<file path="src/rtl/l1ca_code_nco_pkg.sv">
// Shared types for the L1 C/A code-rate NCO and its E/P/L delay line.
package l1ca_code_nco_pkg;

  localparam int NCO_W_DEF = 32;
  localparam int SLEW_W    = 11;

  typedef logic [NCO_W_DEF-1:0]       nco_word_t;
  typedef logic signed [SLEW_W-1:0]   code_slew_t;

  typedef enum logic [1:0] {
    SLEW_IDLE = 2'd0,
    SLEW_ADV  = 2'd1,
    SLEW_RET  = 2'd2
  } code_slew_state_t;

  typedef struct packed {
    logic early;
    logic prompt;
    logic late;
  } epl_t;

  // Magnitude of a signed slew; -1024 maps to 1024, which still fits 11 unsigned bits.
  function automatic logic [SLEW_W-1:0] slew_mag(input code_slew_t amt);
    return amt[SLEW_W-1] ? $unsigned(-amt) : $unsigned(amt);
  endfunction

endpackage

</file>
<file path="src/rtl/l1ca_code_nco_nco.sv">
// Half-chip phase accumulator: fcw register plus wrap-around accumulator with carry out.
module half_chip_nco #(
  parameter int NCO_W = 32
) (
  input  logic             clk,
  input  logic             nrst,
  input  logic             en,
  input  logic             clear,
  input  logic [NCO_W-1:0] fcw,
  input  logic             fcw_valid,
  output logic             carry
);

  logic [NCO_W-1:0] acc_q, acc_d;
  logic [NCO_W-1:0] fcw_q, fcw_d;
  logic [NCO_W:0]   sum;

  // clear resets phase only; the commanded rate survives a resync.
  always_comb begin
    sum   = {1'b0, acc_q} + {1'b0, fcw_q};
    carry = en & sum[NCO_W];
    acc_d = acc_q;
    fcw_d = fcw_q;
    if (clear) begin
      acc_d = '0;
    end else begin
      if (fcw_valid) fcw_d = fcw;
      if (en)        acc_d = sum[NCO_W-1:0];
    end
  end

  always_ff @(posedge clk) begin
    if (!nrst) begin
      acc_q <= '0;
      fcw_q <= '0;
    end else begin
      acc_q <= acc_d;
      fcw_q <= fcw_d;
    end
  end

endmodule

</file>
<file path="src/rtl/l1ca_code_nco.sv">
// Code-rate NCO driving the C/A generator, with half-chip slew control and E/P/L delay line.
module l1ca_code_nco
  import l1ca_code_nco_pkg::*;
#(
  parameter int NCO_W = 32
) (
  input  logic             clk,
  input  logic             nrst,
  input  logic             en,
  input  logic             clear,
  input  logic [NCO_W-1:0] fcw,
  input  logic             fcw_valid,
  input  logic             slew_valid,
  output logic             slew_ready,
  input  code_slew_t       slew_amt,
  input  logic             code_in,
  input  logic             epoch_in,
  output logic             chip_en,
  output logic             code_clear,
  output logic             early,
  output logic             prompt,
  output logic             late,
  output logic             prompt_epoch
);

  logic             nat_evt, evt;
  code_slew_state_t state_q, state_d;
  logic [10:0]      rem_q, rem_d;
  logic             h_q, h_d;
  logic             chip_en_q, chip_en_d;
  logic             code_clear_q, code_clear_d;
  logic             evt_p1_q, evt_p1_d;
  logic             evt_p2_q, evt_p2_d;
  logic [2:0]       sr_q, sr_d;
  logic [2:0]       esr_q, esr_d;
  epl_t             epl;

  half_chip_nco #(.NCO_W(NCO_W)) u_nco (
    .clk       (clk),
    .nrst      (nrst),
    .en        (en),
    .clear     (clear),
    .fcw       (fcw),
    .fcw_valid (fcw_valid),
    .carry     (nat_evt)
  );

  always_comb begin
    state_d = state_q;
    rem_d   = rem_q;
    evt     = nat_evt;
    case (state_q)
      SLEW_IDLE: if (slew_valid && slew_amt != '0) begin
        state_d = slew_amt[10] ? SLEW_RET : SLEW_ADV;
        rem_d   = slew_mag(slew_amt);
      end
      // Injections fill cycles without a natural carry so events never collide.
      SLEW_ADV: if (en && !nat_evt) begin
        evt   = 1'b1;
        rem_d = rem_q - 11'd1;
        if (rem_q == 11'd1) state_d = SLEW_IDLE;
      end
      SLEW_RET: if (nat_evt) begin
        evt   = 1'b0;
        rem_d = rem_q - 11'd1;
        if (rem_q == 11'd1) state_d = SLEW_IDLE;
      end
      default: state_d = SLEW_IDLE;
    endcase

    h_d          = h_q ^ evt;
    chip_en_d    = evt & h_q;
    code_clear_d = clear;

    // p1: generator sees chip_en; p2: its new code is stable and gets sampled.
    evt_p1_d = evt;
    evt_p2_d = evt_p1_q;
    sr_d     = evt_p2_q ? {sr_q[1:0], code_in}   : sr_q;
    esr_d    = evt_p2_q ? {esr_q[1:0], epoch_in} : esr_q;

    if (clear) begin
      state_d   = SLEW_IDLE;
      rem_d     = '0;
      h_d       = 1'b0;
      chip_en_d = 1'b0;
      evt_p1_d  = 1'b0;
      evt_p2_d  = 1'b0;
      sr_d      = '0;
      esr_d     = '0;
    end
  end

  always_ff @(posedge clk) begin
    if (!nrst) begin
      state_q      <= SLEW_IDLE;
      rem_q        <= '0;
      h_q          <= 1'b0;
      chip_en_q    <= 1'b0;
      code_clear_q <= 1'b0;
      evt_p1_q     <= 1'b0;
      evt_p2_q     <= 1'b0;
      sr_q         <= '0;
      esr_q        <= '0;
    end else begin
      state_q      <= state_d;
      rem_q        <= rem_d;
      h_q          <= h_d;
      chip_en_q    <= chip_en_d;
      code_clear_q <= code_clear_d;
      evt_p1_q     <= evt_p1_d;
      evt_p2_q     <= evt_p2_d;
      sr_q         <= sr_d;
      esr_q        <= esr_d;
    end
  end

  assign epl          = '{early: sr_q[0], prompt: sr_q[1], late: sr_q[2]};
  assign early        = epl.early;
  assign prompt       = epl.prompt;
  assign late         = epl.late;
  assign prompt_epoch = esr_q[1];
  assign chip_en      = chip_en_q;
  assign code_clear   = code_clear_q;
  assign slew_ready   = (state_q == SLEW_IDLE);

endmodule

</file>
<file path="config.mk">
export PLATFORM = sky130hd
export DESIGN_NAME = l1ca_code_nco
export DESIGN_NICKNAME = d
export VERILOG_FILES = /design/src/rtl/l1ca_code_nco_pkg.sv /design/src/rtl/l1ca_code_nco_nco.sv /design/src/rtl/l1ca_code_nco.sv
export SDC_FILE = /design/constraint.sdc
export NUM_CORES = 1
export LEC_CHECK = 0
export CORE_MARGIN = 8
export CORE_UTILIZATION = 38
export DETAILED_ROUTE_END_ITERATION = 8
export PLACE_DENSITY = 0.6
export SLEW_MARGIN = 40
export SYNTH_ARGS = -nofsm -noshare
export SYNTH_HDL_FRONTEND = slang
export SYNTH_SLANG_ARGS = --single-unit
</file>
<file path="constraint.sdc">
create_clock -name clk -period 4.1 [get_ports clk]
set_input_delay 0.615 -clock clk [delete_from_list [all_inputs] [get_ports clk]]
set_output_delay 0.615 -clock clk [all_outputs]
set_load 0.02 [all_outputs]
</file>
==> results.yml <==
hold_path:
  hp-class: "reg -> reg"
floorplanning:
  floorplan.initialDensity_pct: 38.51
  boundaryPins: 58
  fp.dieW_um: 136.7
  die_h_um: 136.7
  row_count: 44
  die_area_um2: 18680
  core_um2: 14370
sta:
  totalNegativeSetupSlack_ps: 0
  final.period_utilization_pct: 77.27
  timing.final.setup_violations: 0
  whs_ps: 431.7
  final_setup_skew_ps: 11.18
  clock.fmax_mhz: 315.6
  worst_pin_slew_ps: 759.6
  rsz0062_at_grt: "false"
  fin_crit_ps: 3168
  hold_violations: 0
  slew_headroom_pct: 48.05
  maxSlewViolCount: 0
clock_network:
  cts_resized: 0
  clock_sink_count: 87
  clk-insertion-delay-late_ps: 360
  tritoncts.num_buffers: 9
  cts-root-buf: "sky130_fd_sc_hd__clkbuf_16"
  tritoncts_clock_tree: "built"
  clk_pin_slew_ps: 70
  max-clock-path-buffers: 2
  cts_max_level: 3
  post_cts.repair.setup_buffers: 0
  postCtsHoldBufs: 0
power_and_ir_drop:
  switching_share_pct: 25.76
  comb_power_share_pct: 15.0
  report.power.total_w: 0.002102
  power_per_cell_area_nw_per_um2: 319.9
  sequentialPowerShare_pct: 42.6
  cellInternalPower_w: 0.001561
  peak_vdd_ir_mv: 0.1739
  pwr-share-clk_pct: 42.4
  net-switching-power_w: 0.0005416
  p_leak_nw: 2.676
critical_path:
  timing.critical_path.fanout_max: 12
  path_delay_family: "compound AO/OA/AOI/OAI gates"
  worst_r2r_path_depth: 9
  path_buf_inv: 1
  critical_path.endpoint: "rem_q[5]$_SDFFE_PP0P_"
  crit_slowest_cell: "sky130_fd_sc_hd__a31oi_2"
  timing.setup.critical_path_class: "reg -> reg"
  worstSetupEndpointType: "flop"
  setup.worst_path.start_class: "flop"
  endpoint_arrival_time_on_the_critical_path_ps: 3480
  register_to_register_setup_slack_ps: 930
  rr_startpoint: "u_nco.acc_q[21]$_SDFFE_PP0P_"
  timing.critical_path.from: "u_nco.acc_q[21]$_SDFFE_PP0P_"
  critical_path_depth: 9
  maximum_single_stage_delay_on_the_critical_path_ps: 500
  worst-endpoint-required_ps: 4410
  crit_chain: "ha_1, nand2_1, nor4_1, inv_1, o31ai_1, mux2_2, a31oi_2, or2_4, o221a_2"
  crit-reg2reg-capture: "rem_q[5]$_SDFFE_PP0P_"
finish:
  finish.net_count: 814
  area_growth_syn_to_layout_pct: 18.79
  fillerInstances: 1391
  stdcell_count: 911
  commonest_non_fill_non_tap_cell_in_the_layout: "sky130_fd_sc_hd__nand2_1"
  most-common-layout-cells: "94 x sky130_fd_sc_hd__nand2_1, 87 x sky130_fd_sc_hd__dfxtp_1, 66 x sky130_fd_sc_hd__nor2_1"
  proportion_of_layout_cells_with_a_drive_suffix_above_1_pct: 6.465
  diodes: 0
drt:
  dr_total_vias: 5037
  ant_nets: 0
  wire_per_inst_um: 15.87
  post_drt_via_cell_ratio: 5.529
  drc: 0
  drtPass1Iterations: 5
  postRouteWirelength_um: 14460
  initialDrtViolationCount: 290
yosys:
  synthesis.instances: 681
  syn_area_um2: 5533
  asyncSetResetFlopFracSynth_pct: 0
  avgSynthCellArea_um2: 8.125
  register_area_share_after_synthesis_pct: 31.48
  synth_flop_cell: "sky130_fd_sc_hd__dfxtp_1"
  yosysUniqueCellTypes: 69
  synth_warnings: 0
  number_of_synthesized_flops_with_an_enable_pin: 0
  synth_fp_nets: 773
  ys_ff_latch: 87
global_route:
  wire_length_of_the_first_global_routing_pass_um: 24560
  vias_in_the_first_global_route: 4952
  grt.overflow.total: 0
  initial_antenna_violation_count: 0
  grt_usage_pct: 16.39
  largest_net_degree_at_the_start_of_global_routing: 35
flow_run:
  max_cap_violations: 0
place:
  dp.cells: 895
  port_buffers: 57
  dpl.hpwl_um: 10730
  globalplace.congestion: 0.8850
run_status:
  run_status: "complete, no violations"
power by group through the flow:
stage                     clock network, W  registers, W  logic [W]
after floorplan                          0      0.000907   0.000207
after global placement                   0      0.000912   0.000308
after detailed placement                 0      0.000914   0.000314
after CTS                         0.000916      0.000895   0.000317
after global routing              0.000955      0.000898   0.000351
final                             0.000892      0.000895   0.000316
per-layer routing:
| metal | GRT usage (%) | wire length [um] | up-vias |
|---|---|---|---|
| li1 | - | - | 2538 |
| met1 | 19.89 | 6623 | 2351 |
| met2 | 27.62 | 6881 | 123 |
| met3 | 2.606 | 591 | 25 |
| met4 | 8.054 | 363 | 0 |
| met5 | 0 | 0 | - |
sequential cells by signal, summed over array words and instances (netlist names):
register,flops
chip_en,1
evt_p2_q,1
evt_p1_q,1
u_nco.fcw_q,32
code_clear,1
u_nco.acc_q,32
esr_q,2
state_q,2
h_q,1
sr_q,3
rem_q,11
logic make-up after synthesis:
| logic type | after synthesis | synth area share, % |
|---|---|---|
| compound gates | 203 | 25.87 |
| xor+xnor | 32 | 5.066 |
| fa+ha+maj | 41 | 9.408 |
| buf+inv | 52 | 4.048 |
| flops | 87 | 31.48 |
| mux | 22 | 4.003 |
| simple gates | 244 | 20.13 |
layout make-up:
class	count	area (um^2)	share of cell area [%]
flip-flops and latches	87	1742	26.50
repair buffers	65	630.6	9.595
clock inverters	6	83.83	1.275
well taps	184	230.2	3.503
multi-input cells	542	3583	54.52
inverters	17	63.81	0.9709
clock buffers	10	239.0	3.636
synth_stat cells (all sizes together), types with 4 or more instances:
| cell type | number | area [um^2] |
|---|---|---|
| nor2b | 8 | 50.05 |
| o311ai | 7 | 61.31 |
| nand4 | 7 | 43.79 |
| o21ai | 37 | 192.7 |
| inv | 15 | 56.30 |
| dfxtp | 87 | 1742 |
| a211oi | 14 | 127.6 |
| nand2 | 94 | 352.8 |
| xnor2 | 18 | 157.7 |
| a21oi | 37 | 200.2 |
| or3 | 4 | 25.02 |
| clkbuf | 26 | 98.84 |
| o31ai | 13 | 97.59 |
| nand2b | 10 | 62.56 |
| ha | 40 | 500.5 |
| xor2 | 14 | 122.6 |
| and3 | 5 | 32.53 |
| a21boi | 34 | 255.2 |
| o211ai | 8 | 60.06 |
| nor3 | 9 | 45.04 |
| nand3 | 17 | 85.08 |
| a31oi | 12 | 81.33 |
| nor4 | 6 | 37.54 |
| mux2i | 21 | 210.2 |
| nor2 | 66 | 247.7 |
| and2 | 8 | 50.05 |
| buf | 9 | 61.30 |
| a21o | 17 | 127.6 |
worst min-delay path by stage:
stage	from	endpoint	slack, ps	cells past startpoint
2_1_floorplan	evt_p1_q$_SDFF_PP0_	evt_p2_q$_SDFF_PP0_	410	1
3_3_place_gp	evt_p1_q$_SDFF_PP0_	evt_p2_q$_SDFF_PP0_	440	1
3_5_place_dp	evt_p1_q$_SDFF_PP0_	evt_p2_q$_SDFF_PP0_	430	1
4_1_cts	evt_p1_q$_SDFF_PP0_	evt_p2_q$_SDFF_PP0_	450	1
5_1_grt	evt_p1_q$_SDFF_PP0_	evt_p2_q$_SDFF_PP0_	460	1
6_report	evt_p1_q$_SDFF_PP0_	evt_p2_q$_SDFF_PP0_	430	1
per-stage QoR:
stage                     setup WS, ps  utilization (%)  cell area (um^2)
final                            931.8            45.74              6573
after global routing             697.5            45.74              6573
after CTS                        969.4            45.74              6573
after detailed placement         830.0            43.50              6250
after global placement           927.0            43.42              6238
after floorplan                   1400                -              5533
No activity file was read; power rests on OpenSTA's default activity.
